### src/rtl/sync_frame_tx_pkg.sv
// Shared constants for the serial frame transmitter and the detector benches:
// FSM state encoding and the default sync header.
package sync_frame_tx_pkg;

    localparam logic [1:0] ST_IDLE = 2'd0;
    localparam logic [1:0] ST_SYNC = 2'd1;
    localparam logic [1:0] ST_DATA = 2'd2;
    localparam logic [1:0] ST_GAP  = 2'd3;

    // Header recognised by the Moore 0101 sequence detector.
    localparam int                    DEF_SYNC_LEN = 4;
    localparam logic [DEF_SYNC_LEN-1:0] DEF_SYNC   = 4'b0101;

    // Largest of three lengths; sizes the shared bit counter.
    function automatic int max3(input int a, input int b, input int c);
        int m;
        m = a;
        if (b > m) m = b;
        if (c > m) m = c;
        return m;
    endfunction

endpackage

### src/rtl/sync_frame_tx_piso_shift.sv
// Loadable MSB-first parallel-in/serial-out shift register. The serial
// output is always the current MSB; a shift moves the next bit up and
// fills the bottom with zero.
module piso_shift #(
    parameter int W = 8
) (
    input  logic         clk,
    input  logic         rst_n,
    input  logic         load_i,
    input  logic         shift_en_i,
    input  logic [W-1:0] par_i,
    output logic         ser_o
);

    logic [W-1:0] sr_q;

    // Load has priority over shift; reset clears the register.
    always_ff @(posedge clk) begin
        if (rst_n) begin
            sr_q <= '0;
        end else if (load_i) begin
            sr_q <= par_i;
        end else if (shift_en_i) begin
            sr_q <= sr_q << 1;
        end
    end

    assign ser_o = sr_q[W-1];

endmodule

### src/rtl/sync_frame_tx.sv
// Serial frame transmitter: idle level, sync header, payload MSB-first,
// then a guard gap. Note that rst_n is active-high despite its name.
//
// Handshake: a word is accepted on a rising edge where din_valid and
// din_ready are both high. din_ready depends only on state and reset,
// never on din_valid; din is sampled only on that edge.
//
// dout is registered: the value for the next cycle is computed from the
// next state and next counter, so a new state's first bit appears in the
// first cycle of that state.
module sync_frame_tx
    import sync_frame_tx_pkg::*;
#(
    parameter int                  W          = 8,
    parameter int                  SYNC_LEN   = DEF_SYNC_LEN,
    parameter logic [SYNC_LEN-1:0] SYNC       = DEF_SYNC,
    parameter int                  GAP_LEN    = 2,
    parameter logic                IDLE_LEVEL = 1'b1
) (
    input  logic         clk,
    input  logic         rst_n,
    input  logic [W-1:0] din,
    input  logic         din_valid,
    output logic         din_ready,
    output logic         dout,
    output logic         busy,
    output logic         frame_done,
    output logic [1:0]   state_dbg
);

    localparam int MAXL = max3(SYNC_LEN, W, GAP_LEN);
    localparam int CW   = $clog2(MAXL) + 1;

    logic [1:0]    state_q, state_d;
    logic [CW-1:0] cnt_q, cnt_d;
    logic          dout_q, dout_d;
    logic          fd_q, fd_d;
    logic          accept;
    logic          load, shift_en;
    logic          ser_bit;
    logic          sync_bit;

    assign din_ready = (state_q == ST_IDLE) && !rst_n;
    assign accept    = din_valid && din_ready;

    piso_shift #(.W(W)) u_piso (
        .clk        (clk),
        .rst_n      (rst_n),
        .load_i     (load),
        .shift_en_i (shift_en),
        .par_i      (din),
        .ser_o      (ser_bit)
    );

    // State, bit counter and registered line outputs.
    always_ff @(posedge clk) begin
        if (rst_n) begin
            state_q <= ST_IDLE;
            cnt_q   <= '0;
            dout_q  <= IDLE_LEVEL;
            fd_q    <= 1'b0;
        end else begin
            state_q <= state_d;
            cnt_q   <= cnt_d;
            dout_q  <= dout_d;
            fd_q    <= fd_d;
        end
    end

    // Next state: each phase counts to its length minus one, then moves on.
    always_comb begin
        state_d = state_q;
        cnt_d   = cnt_q;
        case (state_q)
            ST_IDLE: begin
                if (accept) begin
                    state_d = ST_SYNC;
                    cnt_d   = '0;
                end
            end
            ST_SYNC: begin
                if (cnt_q == CW'(SYNC_LEN - 1)) begin
                    state_d = ST_DATA;
                    cnt_d   = '0;
                end else begin
                    cnt_d = cnt_q + CW'(1);
                end
            end
            ST_DATA: begin
                if (cnt_q == CW'(W - 1)) begin
                    state_d = ST_GAP;
                    cnt_d   = '0;
                end else begin
                    cnt_d = cnt_q + CW'(1);
                end
            end
            ST_GAP: begin
                if (cnt_q == CW'(GAP_LEN - 1)) begin
                    state_d = ST_IDLE;
                    cnt_d   = '0;
                end else begin
                    cnt_d = cnt_q + CW'(1);
                end
            end
            default: begin
                state_d = ST_IDLE;
                cnt_d   = '0;
            end
        endcase
    end

    // Outputs for the next cycle: header bit, payload MSB, or idle level.
    // The shifter advances on every edge into or within DATA, so its MSB
    // is copied to dout on the same edge that exposes the next bit.
    always_comb begin
        load     = accept;
        shift_en = (state_d == ST_DATA);
        fd_d     = (state_q == ST_DATA) && (state_d == ST_GAP);
        sync_bit = IDLE_LEVEL;
        for (int i = 0; i < SYNC_LEN; i++) begin
            if (cnt_d == CW'(SYNC_LEN - 1 - i)) sync_bit = SYNC[i];
        end
        case (state_d)
            ST_SYNC: dout_d = sync_bit;
            ST_DATA: dout_d = ser_bit;
            default: dout_d = IDLE_LEVEL;
        endcase
    end

    assign dout       = dout_q;
    assign frame_done = fd_q;
    assign busy       = (state_q != ST_IDLE);
    assign state_dbg  = state_q;

endmodule

### config.mk
export PLATFORM = sky130hd
export DESIGN_NAME = sync_frame_tx
export DESIGN_NICKNAME = d
export VERILOG_FILES = /design/src/rtl/sync_frame_tx_pkg.sv /design/src/rtl/sync_frame_tx_piso_shift.sv /design/src/rtl/sync_frame_tx.sv
export SDC_FILE = /design/constraint.sdc
export NUM_CORES = 1
export LEC_CHECK = 0
export CAP_MARGIN = 25
export CORE_MARGIN = 3
export CORE_UTILIZATION = 54
export CTS_CLUSTER_SIZE = 40
export DETAILED_ROUTE_END_ITERATION = 8
export GPL_TIMING_DRIVEN = 0
export HOLD_SLACK_MARGIN = 0.12
export PLACE_DENSITY = 0.82
export REMOVE_ABC_BUFFERS = 1
export SETUP_SLACK_MARGIN = 0.05
export SLEW_MARGIN = 30
export SYNTH_ARGS = -nofsm -noshare
export SYNTH_HDL_FRONTEND = slang
export SYNTH_HIERARCHICAL = 1
export SYNTH_SLANG_ARGS = --single-unit
### constraint.sdc
create_clock -name clk -period 4.6 [get_ports clk]
set_input_delay 0.92 -clock clk [delete_from_list [all_inputs] [get_ports clk]]
set_output_delay 0.92 -clock clk [all_outputs]
set_load 0.01 [all_outputs]
==> results.sh, run 1 <==
export IMPL_synthTopCellsByArea="dfxtp_1 (35%), mux2i_1 (7.7%), ha_1 (6.9%), a211oi_1 (5.8%), nor2b_1 (5.5%)"
export IMPL_synth_edf_count=0
export IMPL_synth_fa_ha_area_frac=0.06859
export IMPL_synthArstFlopShare=0
export IMPL_route_detailed_drc=0
export IMPL_r2r_end="u_piso/sr_q[0]$_SDFFE_PP0P_"
export IMPL_worst_setup_path_start_kind="input port"
export IMPL_clk_root_buffer_cell="clkbuf_4"
export IMPL_max_freq_mhz=299.5
export IMPL_switchingPower_uw=66.94
export IMPL_setup_viol=0
export IMPL_vias=770
export IMPL_grt_pass1_wl_um=2891
export IMPL_grt_pass1_vias=670
export IMPL_most_common_layout_cells="dfxtp_1 (16), clkdlybuf4s50_1 (16), nor2_1 (9)"
export IMPL_fin_skew_ns=0.002360
export IMPL_grt_total_usage=0.1793
export IMPL_initial_core_util=0.5917
export IMPL_core_area_um2=1541
export IMPL_buffer_ports_inserted=16
export IMPL_outcome="finished clean"
export IMPL_dpl_instance_area_um2=1049
export IMPL_critPathKind="in2out"
export IMPL_swShare=0.2489
export IMPL_drive_gt1_frac=0.05983
export IMPL_clock_latency_ns=0.28
export IMPL_synth_xor_area_share=0
export IMPL_final_hold_viol_count=0
export IMPL_antenna_left=0
export IMPL_grt_max_degree=20
export IMPL_antenna_found_initial=0
export IMPL_first_pass_iters=4
export IMPL_crit_start="rst_n"
export IMPL_fp_dieW_um=47.10
export IMPL_muxShareOfSynthArea=0.07682
export IMPL_wl_um=1694
export IMPL_post_cts_buffers=0
export IMPL_end_kind="primary output"
export IMPL_powerDensity_nw_per_um2=251.2
export IMPL_p_leak_uw=0.0003965
export IMPL_synth_cell_types=29
export IMPL_hold_ws_ns=0.5600
export IMPL_power_frac_comb=0.174
export IMPL_vdd_ir_drop_worst_v=0.0002227
export IMPL_rows=14
export IMPL_worstPathRequired_ns=3.68
export IMPL_synth_top_family_by_area="simple AND/OR/NAND/NOR gates"
export IMPL_multi_input_area_um2=514.2
export IMPL_post_cts_resized=0
export IMPL_synth_avg_cell_area_um2=8.856
export IMPL_fillers=119
export IMPL_rsz0062_at_grt="no"
export IMPL_maxSlewViolCount=0
export IMPL_tns_ns=0
export IMPL_critPathMaxFanout=19
export IMPL_worst_slew_pin_slew_ns=0.6450
export IMPL_cts_buffer_depth=2
export IMPL_max_slew_margin_rel=0.5687
export IMPL_yosys_most_used_dff="dfxtp_1"
export IMPL_drt_initial_drc_count=18
export IMPL_tritoncts="done"
export IMPL_nets=135
export IMPL_synth_compound_area_frac=0.1920
export IMPL_seqPwrFrac=0.564
export IMPL_gp_congestion=0.8445
export IMPL_synthSimpleGateAreaFrac=0.2263
export IMPL_final_area_um2=1071
export IMPL_dp_hpwl_um=1269
export IMPL_r2r_start="state_dbg[1]$_SDFF_PP0_"
export IMPL_synth_area_leader_cell="dfxtp_1"
export IMPL_worst_hold_path_type="reg2reg"
export IMPL_io_pins=17
export IMPL_area_growth_pct=17.42
export IMPL_finalCriticalPeriod_ns=3.339
export IMPL_cts_hold_buffers_added=0
export IMPL_overflow=0
export IMPL_via_per_inst=5.789
export IMPL_synthesis_area_um2=912.1
export IMPL_rrSetupSlack_ns=2.39
export IMPL_netlist_area_leader_share=0.3512
export IMPL_period_share=0.7258
export IMPL_yosysWarnings=6
export IMPL_cts_buffers=3
export IMPL_regArea_um2=320.3
export IMPL_diodes=0
export IMPL_p_int_uw=202.1
export IMPL_cts_sinks=16
export IMPL_cp_endpoint="din_ready"
export IMPL_clkPwrFrac=0.262
export IMPL_clk_pin_slew_ns=0.08
export IMPL_seq_area_frac_synth=0.3512
export IMPL_max_cap_violations=0
export IMPL_total_power_uw=269.0
export IMPL_htree_levels=1
export IMPL_reg2reg_depth=6
export IMPL_wl_per_cell_um=12.74
export IMPL_die_h_um=47.10
export IMPL_min_delay_start="u_piso/sr_q[3]$_SDFFE_PP0P_"
export IMPL_arrival_ns=2.42
export IMPL_netlist_instances=103
export IMPL_dieArea_um2=2218
export IMPL_ys_seq_elements=16
-- layer usage --
metal / track usage / part of all wire / up-vias
met5: 0 / 0 / -
met1: 0.2384 / 0.47 / 352
met3: 0.06897 / 0.047 / 2
met4: 0.01657 / 0.0053 / 0
met2: 0.2873 / 0.48 / 20
li1: - / - / 396
-- worst max-delay path, cell delays in order --
cell and delay, ns:
clkdlybuf4s50_1 0.74, nor2_1 0.21, clkdlybuf4s50_1 0.55
-- worst min path at each step --
stage                     cells after the start                           to  slack (ns)
after floorplan                               2          cnt_q[1]$_SDFF_PP0_        0.51
after global placement                        2  u_piso/sr_q[3]$_SDFFE_PP0P_        0.54
after detailed placement                      2  u_piso/sr_q[1]$_SDFFE_PP0P_        0.54
after CTS                                     2  u_piso/sr_q[3]$_SDFFE_PP0P_        0.57
after global routing                          2  u_piso/sr_q[1]$_SDFFE_PP0P_        0.58
final                                         2  u_piso/sr_q[3]$_SDFFE_PP0P_        0.56
-- sequential cells by signal (all words and copies together) (netlist names) --
name	cells
cnt_q	4
frame_done	1
state_dbg	2
u_piso/sr_q	8
dout	1
-- through the flow --
step	util	std cells	worst slack, ns
global placement	0.6802	130	1.072
CTS	0.6948	133	1.247
global route	0.6948	133	1.152
detailed placement	0.6802	130	1.051
floorplan	-	98	2.088
finish	0.6948	133	1.261
-- power groups by stage --
stage	logic, µW	clock network [µW]	registers (µW)
after floorplan	24.2	0	155
after global placement	45.2	0	155
after detailed placement	46.6	0	155
after CTS	46.9	73.9	152
after global routing	52.0	79.9	153
final	46.7	70.5	152
-- cells by family after synthesis --
group,count (synthesis)
simple gates,37
buf+inv,14
flops,16
fa+ha+maj,5
mux,7
compound gates,24
-- cells in the mapped netlist (2+ instances only) --
master / count
a211oi_1: 7
a21oi_1: 4
nor2b_1: 8
nand3b_1: 2
ha_1: 5
dfxtp_1: 16
mux2i_1: 7
inv_1: 8
o21ai_0: 3
nor2_1: 9
nor3_1: 3
buf_6: 2
a31oi_1: 5
nand2_1: 8
nand3_1: 2
-- final cells by class --
| class | count | area share |
|---|---|---|
| Inverter | 9 | 0.03154 |
| Tap cell | 16 | 0.01869 |
| Timing Repair Buffer | 16 | 0.1495 |
| Clock buffer | 3 | 0.02103 |
| Multi-Input combinational cell | 73 | 0.4801 |
| Sequential cell | 16 | 0.2991 |
Note: power is estimated with default switching activity, not from simulation.
==> run 2, diff against run 1 <==
- CORE_UTILIZATION: 54 -> 45
- PLACE_DENSITY: 0.82 -> 0.73
- clock period: 4.6 -> 2.9 ns (I/O delays scaled with it)
==> run 2 against run 1 <==
Wire length increased by 5.7%. Combinational power increased by 59%. Core utilization shrank 9.3 points. Sequential share of layout area down 0.65 points. Critical path depth rose by 4. Total power is 71% higher. Non-clock buffer count unchanged. Hold slack got worse by 0.0032 ns. Clock power grew 110%. Largest cell class unchanged.
==> results.sh, run 2 (same netlist as run 1, synthesis figures left out) <==
export IMPL_reg2reg_depth=6
export IMPL_overflow=0
export IMPL_r2r_end="u_piso/sr_q[0]$_SDFFE_PP0P_"
export IMPL_post_cts_buffers=0
export IMPL_most_common_layout_cells="dfxtp_1 (16), clkdlybuf4s50_1 (15), nor2_1 (9)"
export IMPL_cts_sinks=16
export IMPL_vdd_ir_drop_worst_v=0.0003915
export IMPL_critPathKind="in2reg"
export IMPL_crit_start="rst_n"
export IMPL_clk_root_buffer_cell="clkbuf_4"
export IMPL_p_leak_uw=0.0004051
export IMPL_htree_levels=1
export IMPL_first_pass_iters=4
export IMPL_powerDensity_nw_per_um2=420.8
export IMPL_fp_dieW_um=51.02
export IMPL_cts_buffers=3
export IMPL_finalCriticalPeriod_ns=2.587
export IMPL_dieArea_um2=2603
export IMPL_rrSetupSlack_ns=0.68
export IMPL_die_h_um=51.02
export IMPL_setup_viol=0
export IMPL_buffer_ports_inserted=16
export IMPL_diodes=0
export IMPL_drive_gt1_frac=0.06780
export IMPL_tritoncts="done"
export IMPL_max_freq_mhz=386.5
export IMPL_grt_pass1_vias=692
export IMPL_period_share=0.8922
export IMPL_tns_ns=0
export IMPL_vias=792
export IMPL_grt_pass1_wl_um=3029
export IMPL_via_per_inst=5.538
export IMPL_outcome="finished clean"
export IMPL_grt_max_degree=20
export IMPL_r2r_start="state_dbg[1]$_SDFF_PP0_"
export IMPL_drt_initial_drc_count=13
export IMPL_worst_slew_pin_slew_ns=0.6698
export IMPL_worst_setup_path_start_kind="input port"
export IMPL_fin_skew_ns=0.003104
export IMPL_arrival_ns=2.80
export IMPL_grt_total_usage=0.1514
export IMPL_max_slew_margin_rel=0.5535
export IMPL_worst_hold_path_type="reg2reg"
export IMPL_end_kind="flop"
export IMPL_area_growth_pct=20.03
export IMPL_wl_um=1790
export IMPL_io_pins=17
export IMPL_antenna_left=0
export IMPL_critPathMaxFanout=19
export IMPL_clk_pin_slew_ns=0.09
export IMPL_final_common_cell="dfxtp_1"
export IMPL_cp_endpoint="u_piso/sr_q[0]$_SDFFE_PP0P_"
export IMPL_maxSlewViolCount=0
export IMPL_route_detailed_drc=0
export IMPL_dp_hpwl_um=1304
export IMPL_final_hold_viol_count=0
export IMPL_core_area_um2=1821
export IMPL_rows=15
export IMPL_nets=135
export IMPL_gp_congestion=0.8138
export IMPL_worstPathRequired_ns=3.11
export IMPL_cts_buffer_depth=2
export IMPL_top_register="u_piso/sr_q"
export IMPL_initial_core_util=0.5010
export IMPL_max_cap_violations=0
export IMPL_total_power_uw=460.7
export IMPL_largest_reg_flops=8
export IMPL_wl_per_cell_um=12.52
export IMPL_rsz0062_at_grt="no"
export IMPL_clock_latency_ns=0.28
export IMPL_antenna_found_initial=0
-- run 2: power breakdown --
group	leakage, µW	switching [µW]	total [µW]	internal [µW]
clock	0.0000210	68.8	145	76.4
sequential	0.000131	9.21	241	232
combinational	0.000253	34.4	74.4	40.0
total	0.000405	112	461	348
-- run 2: cell type report --
type                    instances  area [µm²]
clock buffers                   4       36.28
fillers                       172       725.7
inverters                       9       33.78
multi-input cells              73       514.2
flip-flops and latches         16       320.3
well taps                      25       31.28
repair buffers                 16       158.9
-- run 2: stage by stage --
step                area, µm²  hold WS, ns  instances  worst slack [ns]    util
global placement         1060       0.5376        139           -0.3162  0.5821
CTS                      1095       0.5618        143            0.3239  0.6014
finish                   1095       0.5568        143            0.3126  0.6014
global route             1095       0.5928        143            0.1957  0.6014
detailed placement       1060       0.5421        139           -0.3292  0.5821
floorplan               868.3       0.5099         98            0.7280       -
-- run 2: worst min-delay path by stage --
stage | start | end | depth (start not counted)
finish | u_piso/sr_q[4]$_SDFFE_PP0P_ | u_piso/sr_q[4]$_SDFFE_PP0P_ | 2
global route | u_piso/sr_q[7]$_SDFFE_PP0P_ | u_piso/sr_q[7]$_SDFFE_PP0P_ | 2
CTS | cnt_q[1]$_SDFF_PP0_ | cnt_q[1]$_SDFF_PP0_ | 2
detailed placement | cnt_q[1]$_SDFF_PP0_ | cnt_q[1]$_SDFF_PP0_ | 2
global placement | u_piso/sr_q[5]$_SDFFE_PP0P_ | u_piso/sr_q[5]$_SDFFE_PP0P_ | 2
floorplan | cnt_q[1]$_SDFF_PP0_ | cnt_q[1]$_SDFF_PP0_ | 2
-- run 2: critical path: stages --
cell           delay, ns
dlygate4sd2_1       0.45
or4b_4              0.67
nand3_1             0.15
inv_1               0.06
ha_1                0.34
or3b_1              0.41
a21oi_1             0.14
-- run 2: repair_timing --
action                                 4_1_cts  5_1_grt
hold buffers                                 0        0
gates resized for setup                      1        0
endpoints found under the hold margin        0        0
setup endpoints to repair                    2        0
-- run 2: metal layers --
| layer | vias up | share of wire | global-route usage |
|---|---|---|---|
| li1 | 396 | - | - |
| met1 | 379 | 0.48 | 0.1957 |
| met2 | 15 | 0.45 | 0.2382 |
| met3 | 2 | 0.056 | 0.06414 |
| met4 | 0 | 0.0067 | 0.02242 |
| met5 | - | 0 | 0 |
